<file path="src/rtl/acq_sequencer.sv">
// ---------------------------------------------------------------------------
// acq_sequencer
//
// Frame-acquisition controller sitting between the PS control GPIO and the
// G11620 sensor / AD9826 ADC acquisition path. A rising edge on start_in
// launches a run. The run first waits for the AD9826 configuration and then
// executes frame_num_in frames. Each frame is a sensor readout followed by an
// ADC capture, and consecutive frames are separated by gap_in idle cycles.
// The pldata RAM bank alternates on every completed frame. At the end of the
// run a completion interrupt is raised, or a watchdog error if any wait state
// stalls for longer than TIMEOUT cycles.
//
// Ports
//   clk             acquisition clock (5 MHz adcclk domain)
//   rst             asynchronous, active-high reset
//   start_in        PS start level; acted on at its rising edge
//   abort_in        level; returns the sequencer to IDLE
//   frame_num_in    frames per run, latched at start
//   gap_in          idle cycles between frames, latched at start
//   cfg_done_in     AD9826 configuration complete (level)
//   sensor_done_in  G11620 readout done (1-cycle pulse)
//   adc_done_in     AD9826 frame captured (1-cycle pulse)
//   intr_clr_in     PS clears intr_o / err_o
//   sensor_start_o  1-cycle pulse to G11620 start
//   adc_start_o     1-cycle pulse to AD9826 start
//   ram_bank_o      pldata RAM bank for the current frame
//   frame_cnt_o     frames completed in this run
//   busy_o          run in progress
//   done_o          1-cycle pulse at run completion
//   intr_o          sticky interrupt (done or error)
//   err_o           sticky watchdog error
// ---------------------------------------------------------------------------
module acq_sequencer #(
    parameter int unsigned TIMEOUT_W = 20,
    parameter int unsigned TIMEOUT   = 1000000
) (
    input  logic        clk,
    input  logic        rst,
    input  logic        start_in,
    input  logic        abort_in,
    input  logic [7:0]  frame_num_in,
    input  logic [15:0] gap_in,
    input  logic        cfg_done_in,
    input  logic        sensor_done_in,
    input  logic        adc_done_in,
    input  logic        intr_clr_in,
    output logic        sensor_start_o,
    output logic        adc_start_o,
    output logic        ram_bank_o,
    output logic [7:0]  frame_cnt_o,
    output logic        busy_o,
    output logic        done_o,
    output logic        intr_o,
    output logic        err_o
);

    localparam logic [2:0] S_IDLE     = 3'd0;
    localparam logic [2:0] S_WAIT_CFG = 3'd1;
    localparam logic [2:0] S_SENSOR   = 3'd2;
    localparam logic [2:0] S_ADC      = 3'd3;
    localparam logic [2:0] S_GAP      = 3'd4;
    localparam logic [2:0] S_FINISH   = 3'd5;
    localparam logic [2:0] S_ERROR    = 3'd6;

    localparam logic [TIMEOUT_W-1:0] WD_LAST = TIMEOUT_W'(TIMEOUT - 1);

    logic [2:0]           state;
    logic [2:0]           state_nxt;
    logic                 start_r;
    logic [7:0]           frame_num_q;
    logic [15:0]          gap_q;
    logic [15:0]          gap_cnt;
    logic [TIMEOUT_W-1:0] wd_cnt;

    logic                 start_edge;
    logic                 start_accept;
    logic                 wd_expired;
    logic                 in_wait;
    logic                 frame_accept;
    logic                 intr_set;
    logic [7:0]           frame_cnt_inc;

    assign start_edge    = start_in & ~start_r;
    assign start_accept  = (state == S_IDLE) && start_edge && (frame_num_in != 8'd0);
    assign wd_expired    = (wd_cnt == WD_LAST);
    assign in_wait       = (state == S_WAIT_CFG) || (state == S_SENSOR) || (state == S_ADC);
    assign frame_cnt_inc = frame_cnt_o + 8'd1;
    // A captured frame only counts if the same cycle is not aborting the run.
    assign frame_accept  = (state == S_ADC) && adc_done_in && !abort_in;
    assign intr_set      = ((state == S_FINISH) || (state == S_ERROR)) && !abort_in;

    // done_o is decoded from the FINISH state so it is exactly one cycle wide
    // and coincides with busy_o falling.
    assign done_o = (state == S_FINISH);

    // NOTE: every signal assigned in a combinational block gets a default
    // first, so no path leaves it unassigned and no latch is inferred.
    always_comb begin
        state_nxt = state;
        if ((state != S_IDLE) && abort_in) begin
            state_nxt = S_IDLE;
        end else begin
            case (state)
                S_IDLE: begin
                    if (start_accept) state_nxt = S_WAIT_CFG;
                end
                S_WAIT_CFG: begin
                    if (cfg_done_in)     state_nxt = S_SENSOR;
                    else if (wd_expired) state_nxt = S_ERROR;
                end
                S_SENSOR: begin
                    if (sensor_done_in)  state_nxt = S_ADC;
                    else if (wd_expired) state_nxt = S_ERROR;
                end
                S_ADC: begin
                    if (adc_done_in)
                        state_nxt = (frame_cnt_inc == frame_num_q) ? S_FINISH : S_GAP;
                    else if (wd_expired)
                        state_nxt = S_ERROR;
                end
                S_GAP: begin
                    if (gap_cnt == 16'd0) state_nxt = S_SENSOR;
                end
                S_FINISH: state_nxt = S_IDLE;
                S_ERROR:  state_nxt = S_IDLE;
                default:  state_nxt = S_IDLE;
            endcase
        end
    end

    // NOTE: sequential state uses non-blocking assignments so every register
    // samples the pre-edge values, independent of statement order.
    always_ff @(posedge clk or posedge rst) begin
        if (rst) begin
            state          <= S_IDLE;
            start_r        <= 1'b0;
            frame_num_q    <= 8'd0;
            gap_q          <= 16'd0;
            gap_cnt        <= 16'd0;
            wd_cnt         <= '0;
            sensor_start_o <= 1'b0;
            adc_start_o    <= 1'b0;
            ram_bank_o     <= 1'b0;
            frame_cnt_o    <= 8'd0;
            busy_o         <= 1'b0;
            intr_o         <= 1'b0;
            err_o          <= 1'b0;
        end else begin
            start_r <= start_in;
            state   <= state_nxt;

            // Start pulses fire on the transition into the state they launch.
            sensor_start_o <= (state_nxt == S_SENSOR) && (state != S_SENSOR);
            adc_start_o    <= (state_nxt == S_ADC) && (state != S_ADC);

            // busy_o drops on entry to FINISH/ERROR, not on leaving them.
            busy_o <= (state_nxt == S_WAIT_CFG) || (state_nxt == S_SENSOR) ||
                      (state_nxt == S_ADC)      || (state_nxt == S_GAP);

            // Watchdog restarts on every state change; it only runs while
            // waiting on an external handshake.
            if (state_nxt != state)
                wd_cnt <= '0;
            else if (in_wait)
                wd_cnt <= wd_cnt + 1'b1;

            if ((state == S_ADC) && (state_nxt == S_GAP))
                gap_cnt <= gap_q;
            else if (state == S_GAP)
                gap_cnt <= gap_cnt - 16'd1;

            if (start_accept) begin
                frame_num_q <= frame_num_in;
                gap_q       <= gap_in;
                frame_cnt_o <= 8'd0;
                ram_bank_o  <= 1'b0;
            end else if (frame_accept) begin
                frame_cnt_o <= frame_cnt_inc;
                ram_bank_o  <= ~ram_bank_o;
            end

            // Setting beats clearing when both happen in one cycle.
            if (intr_set)
                intr_o <= 1'b1;
            else if (start_accept || intr_clr_in)
                intr_o <= 1'b0;

            if ((state == S_ERROR) && !abort_in)
                err_o <= 1'b1;
            else if (start_accept || intr_clr_in)
                err_o <= 1'b0;
        end
    end

endmodule
</file>
<file path="config.mk">
export PLATFORM = sky130hd
export DESIGN_NAME = acq_sequencer
export DESIGN_NICKNAME = d
export VERILOG_FILES = /design/src/rtl/acq_sequencer.sv
export SDC_FILE = /design/constraint.sdc
export NUM_CORES = 1
export LEC_CHECK = 0
export CORE_ASPECT_RATIO = 2
export CORE_MARGIN = 1
export CORE_UTILIZATION = 57
export CTS_CLUSTER_DIAMETER = 100
export DETAILED_ROUTE_END_ITERATION = 12
export GPL_TIMING_DRIVEN = 0
export PLACE_DENSITY_LB_ADDON = 0.12
export SLEW_MARGIN = 20
export SYNTH_ARGS = -nofsm -noshare
export SYNTH_HDL_FRONTEND = slang
export SYNTH_SLANG_ARGS = --single-unit
export TNS_END_PERCENT = 10
</file>
<file path="constraint.sdc">
create_clock -name clk -period 3.9 [get_ports clk]
set_clock_uncertainty 0.15 [all_clocks]
set_input_delay 1.17 -clock clk [delete_from_list [all_inputs] [get_ports clk]]
set_output_delay 1.17 -clock clk [all_outputs]
set_load 0.005 [all_outputs]
</file>
* After elaboration in Yosys (flattened, before gate mapping)
Index checks and enable logic that the tools add are counted.
W data, S select, Z words.
** Storage, ports and cells
- Register bits after elaboration :: 78
- Bits in latches :: 0
- Memories :: 0
- RAM bits :: 0
- Word-level logic and storage cells :: 81
- Bits in read-only memories :: 0
** Operators by class
- Div/mod/pow operators :: 0
- $mul :: 0
- Add/subtract/negate cells :: 3
- Equal/unequal tests :: 15
- $lt $le $gt $ge :: 0
- Shift-type cells :: 0
- Muxes and demuxes :: 20
- Bitwise gates (word level) :: 3
- Reduce and logical (&&, ||, !) cells :: 27
** Operator list (number)
- $mux W20 :: 2
- $mux W16 :: 2
- $mux W3 :: 7
- $add A20 B1 Y20 const B :: 1
- $eq A20 B20 Y1 const B :: 1
- $logic_not A16 Y1 :: 1
- $mux W8 :: 2
- $sub A16 B1 Y16 const B :: 1
- $pmux W3 S5 :: 1
- $eq A3 B2 Y1 const B :: 4
- $eq A3 B3 Y1 const B :: 4
- $logic_and A1 B1 Y1 :: 10
- $reduce_bool A2 Y1 :: 5
- $add A8 B1 Y8 const B :: 1
- $eq A8 B8 Y1 :: 1
- $reduce_bool A8 Y1 :: 1
- $logic_or A1 B1 Y1 :: 7
- $eq A3 B1 Y1 const B :: 2
- $mux W1 :: 6
- $ne A3 B2 Y1 const B :: 2
- $logic_not A3 Y1 :: 1
- $ne A3 B3 Y1 :: 1
- $reduce_bool A3 Y1 :: 1
- $not A1 Y1 :: 2
- other kinds (2) :: 2

* Depth between registers and ports, before layout
- Depth after elaboration :: 11
- Mapped depth :: 9
- Gate-level depth less buffers :: 7

* Worst setup path after synthesis
Ideal clock, no wire load.
- Kind :: in2reg
- From :: input port frame_num_in[0]
- To :: register sensor_start_o
- Arrival :: 2.420 ns
- Stages :: 7
- Slack :: 1.208 ns
- Library setup time :: 0.122 ns
- Data required time :: 3.628 ns
- Path through :: nor4_1 nand2_1 and2_1 buf_6 o2bb2ai_1 a21oi_1 a2111oi_1
** Between the ends
- Longest elaborated chain between the ends :: 7
** RTL lines
- start: declaration :: line 41 : input logic [7:0] frame_num_in,
- $reduce_bool A8 Y1 :: line 84 : assign start_accept = (state == S_IDLE) && start_edge && (frame_num_in != 8'd0);
- $logic_and A1 B1 Y1 :: line 84
- $mux W3 :: line 105 : if (start_accept) state_nxt = S_WAIT_CFG;
- $pmux W3 S5 :: line 103 : case (state)
- $mux W3 :: line 100 : if ((state != S_IDLE) && abort_in) begin
- net state_nxt[0] :: line 68 : logic [2:0] state_nxt;
- $eq A3 B2 Y1 :: line 153 : sensor_start_o <= (state_nxt == S_SENSOR) && (state != S_SENSOR);
- $logic_and A1 B1 Y1 :: line 153
- end signal: assignment :: line 153
- end: declaration :: line 47 : output logic sensor_start_o,
The timed path passes the listed nets, and every way through them passes these cells.
A chain may end at the register's enable or synchronous reset.

* Worst setup path in the final report
- From :: input port adc_done_in
- To :: register gap_cnt[6]
** Between the ends
- Longest elaborated chain between the ends :: 6
- Elaborated cells on any way between the ends :: 7
** RTL lines
- start: declaration :: line 45 : input logic adc_done_in,
- $mux W3 (*) :: line 116 : if (adc_done_in)
- $pmux W3 S5 (*) :: line 103
- $mux W3 (*) :: line 100
- $eq A3 B3 Y1 (*) :: line 167 : if ((state == S_ADC) && (state_nxt == S_GAP))
- $logic_and A1 B1 Y1 (*) :: line 167
- $mux W16 or $reduce_bool A2 Y1 (tied branches)
- end signal: assignment :: line 168 : gap_cnt <= gap_q;
- end signal: assignment :: line 170 : gap_cnt <= gap_cnt - 16'd1;
- end: declaration :: line 72 : logic [15:0] gap_cnt;
Mark *: on every way between the ends. The rest lies on a longest branch, timed or not.

==> summary.txt <==
Outcome
  – Outcome: finished clean

Layout
  – Diodes inserted: 0
  – Share of cells above drive strength 1: between 10% and 20%
  – Design Area, Final: 5210 µm²
  – Fin nets: around 550
  – P&R area growth vs syn: 21.5%

Die
  – Die Ht: 125 µm
  – CORE AREA: roughly 7300 µm²
  – Die W: around 63 µm
  – Initial Utilization: roughly 59%
  – Die footprint: 7890 µm²
  – Row cnt: 44
  – Io pins: 47

Placed design
  – GPL Wtd Cong: roughly 0.91
  – IO buf count: 46
  – Cell Area, Placed: around 4900 µm²
  – Hpwl dp: around 7.7 mm

Clock network
  – CTS H-tree depth: 3
  – Cts repair resizes: 0
  – CTS tree: built
  – Hold Buf Count CTS: 0
  – CTS buffer count: 9
  – Post-CTS setup buffers: 0
  – CTS Sinks: 78
  – Clock-pin slew on the worst setup and hold paths: ~0.060 ns
  – Clk buf depth: 2
  – Clock Latency Late Sink: 0.34 ns
  – Root buffer cell: clkbuf_16

Min path
  – HP Class: reg -> reg
  – WHS Path Cells: 2
  – Endpoint of the worst hold path: gap_q[1]
  – Worst Min Path Start: gap_q[1]

Yosys
  – Synth Area per Inst: slightly above 9 µm²
  – Post-synth cell types: between 60 and 70
  – Synth Cell Area: roughly 4300 µm²
  – Post-Syn Instances: between 400 and 500
  – Top_reg_cell synth: dfrtp_1
  – Post-synthesis async set-or-reset flop share: 100%
  – EDFF count, synth: 0
  – Synth warn: 0
  – Seq/Total Area, Yosys: roughly 46%
  – Net Count, Synth: ~500
  – Synth Register Bits: 78

STA
  – Final min period: approximately 3.4 ns
  – RSZ-0062 raised after global routing: no
  – Final Max Tran Viols: 0
  – Slew @ Worst Pin: between 0.8 and 0.9 ns
  – Setup TNS Final: 0 ns
  – Final Hold Viols: 0
  – Setup violations, final: 0
  – Period utilization: between 80% and 90%
  – Slew headroom: 43.3%
  – Fmax achieved: 293 MHz

Global routing
  – Largest net degree at the start of global routing: just under 60
  – Antenna violations before repair: 0
  – First-pass GRT wire length: roughly 18 mm
  – GRT Overall Usage: between 20% and 30%
  – GRT overflow: 0
  – Vias in the first global route: 3,865

Route
  – WL/cell: 16.6 µm
  – First-pass iteration count of the detailed router: 4
  – Vias/cell: 5.82
  – # DRC: 0
  – Final wirelength: approximately 10 mm
  – Detail Route Antenna Nets: 0
  – Drt initial violations: between 200 and 250
  – Routed via count: between 3,000 and 4,000

Worst setup path
  – Reg-to-reg endpoint: gap_cnt[6]
  – Reg-to-reg slack, setup: approximately 1.1 ns
  – Critical path class: in -> reg
  – Worst R2R Path Depth: 8
  – WP data arrival: ~3.5 ns
  – Top fanout value on the critical path: 10
  – Critical Path Start Type: input port
  – Worst reg2reg path startpoint: frame_cnt_o[0]
  – Worst Setup End Kind: register
  – WP data required: between 3 and 4 ns

Job
  – Max-Cap Viols: 0

Power
  – Pwr dens: around 590 nW/µm²
  – Pleak: roughly 2.2 nW
  – Worst VDD drop: 0.480 mV
  – Total power: ~3.1 mW
-- routing by layer --
layer / track usage, % / vias up / routed length (µm)
met3: 5.68 / 27 / 253
met5: 0 / - / 0
met2: 54.2 / 80 / 5880
li1: - / 1727 / -
met4: 14.6 / 0 / 301
met1: 29.1 / 1731 / 3750
-- worst max-delay path: stages --
cell             delay [ns]
clkdlybuf4s50_1        0.55
and4b_1                0.28
nand2_1                0.24
a41oi_1                0.35
clkbuf_1               0.45
buf_4                  0.28
o2111ai_1              0.14
-- kinds of logic after synthesis --
logic type / count (synthesis) / synth area share (%)
fa+ha+maj: 3 / 0.876
simple gates: 239 / 29.6
compound gates: 67 / 11.4
buf+inv: 30 / 3.83
xor+xnor: 40 / 8.50
mux: 1 / 0.234
flops: 78 / 45.6
-- how the worst max path moves through the flow --
stage | startpoint | end | slack, ns
after floorplan | rst | adc_start_o | 0.58
after global placement | rst | wd_cnt[12] | -0.63
after detailed placement | adc_done_in | gap_cnt[6] | 0.14
after CTS | adc_done_in | gap_cnt[6] | 0.49
after global routing | adc_done_in | gap_cnt[2] | 0.31
final | adc_done_in | gap_cnt[6] | 0.49
-- placed cells by master, fill, tap and decap left out, types with 5 or more instances in the layout --
cell type	Yosys	final
nand2_1	105	105
nand4_1	11	11
nor3_1	13	13
nand3_1	14	14
o21ai_0	6	6
clkbuf_16	0	9
nor3_2	20	20
xnor2_1	18	18
xor2_1	21	21
dfrtp_1	78	78
o21ai_1	10	10
a21oi_1	18	18
clkdlybuf4s50_1	0	46
clkbuf_1	10	12
nor4_1	5	5
nor2_1	35	35
inv_1	10	9
-- cells in the mapped netlist, types with 4 or more instances --
library cell    n  area (µm²)
buf_6           4        45.0
dfrtp_1        78        1950
nand3_1        14        70.1
nor3_1         13        65.1
nand4_1        11        68.8
inv_1          10        37.5
xor2_1         21         184
nor2b_1         4        25.0
nor3_2         20         200
clkbuf_1       10        37.5
nor4_1          5        31.3
o21ai_1        10        50.1
o21ai_0         6        30.0
nand2_1       105         394
xnor2_1        18         158
a21oi_1        18        90.1
nor2_1         35         131
-- metrics by stage --
step	hold slack [ns]	setup WS [ns]	instances	utilization (%)
2_1_floorplan	0.296	0.585	458	-
3_3_place_gp	0.309	-0.628	596	66.9
3_5_place_dp	0.312	0.139	597	67.3
4_1_cts	0.328	0.488	613	71.6
5_1_grt	0.337	0.309	613	71.6
6_report	0.328	0.492	613	71.6
-- cell type report --
cell class	instances	area, µm²
inverters	10	40.0
multi-input cells	350	2170
plain buffers	20	126
repair buffers	47	488
well taps	92	115
clock inverters	4	70.1
flip-flops and latches	78	1950
fillers	597	2060
clock buffers	12	246
-- report_power, final --
group	internal (mW)	switching [mW]	leakage [nW]
registers	1.04	0.196	0.992
logic	0.383	0.537	1.06
clock network	0.576	0.322	0.157
-- flip-flops by register name, summed over array words and instances, names as in the netlist --
signal	cells
state	3
sensor_start_o	1
adc_start_o	1
frame_cnt_o	8
busy_o	1
start_r	1
ram_bank_o	1
intr_o	1
gap_q	16
err_o	1
frame_num_q	8
wd_cnt	20
gap_cnt	16
Note: power is estimated with default switching activity, not from simulation.
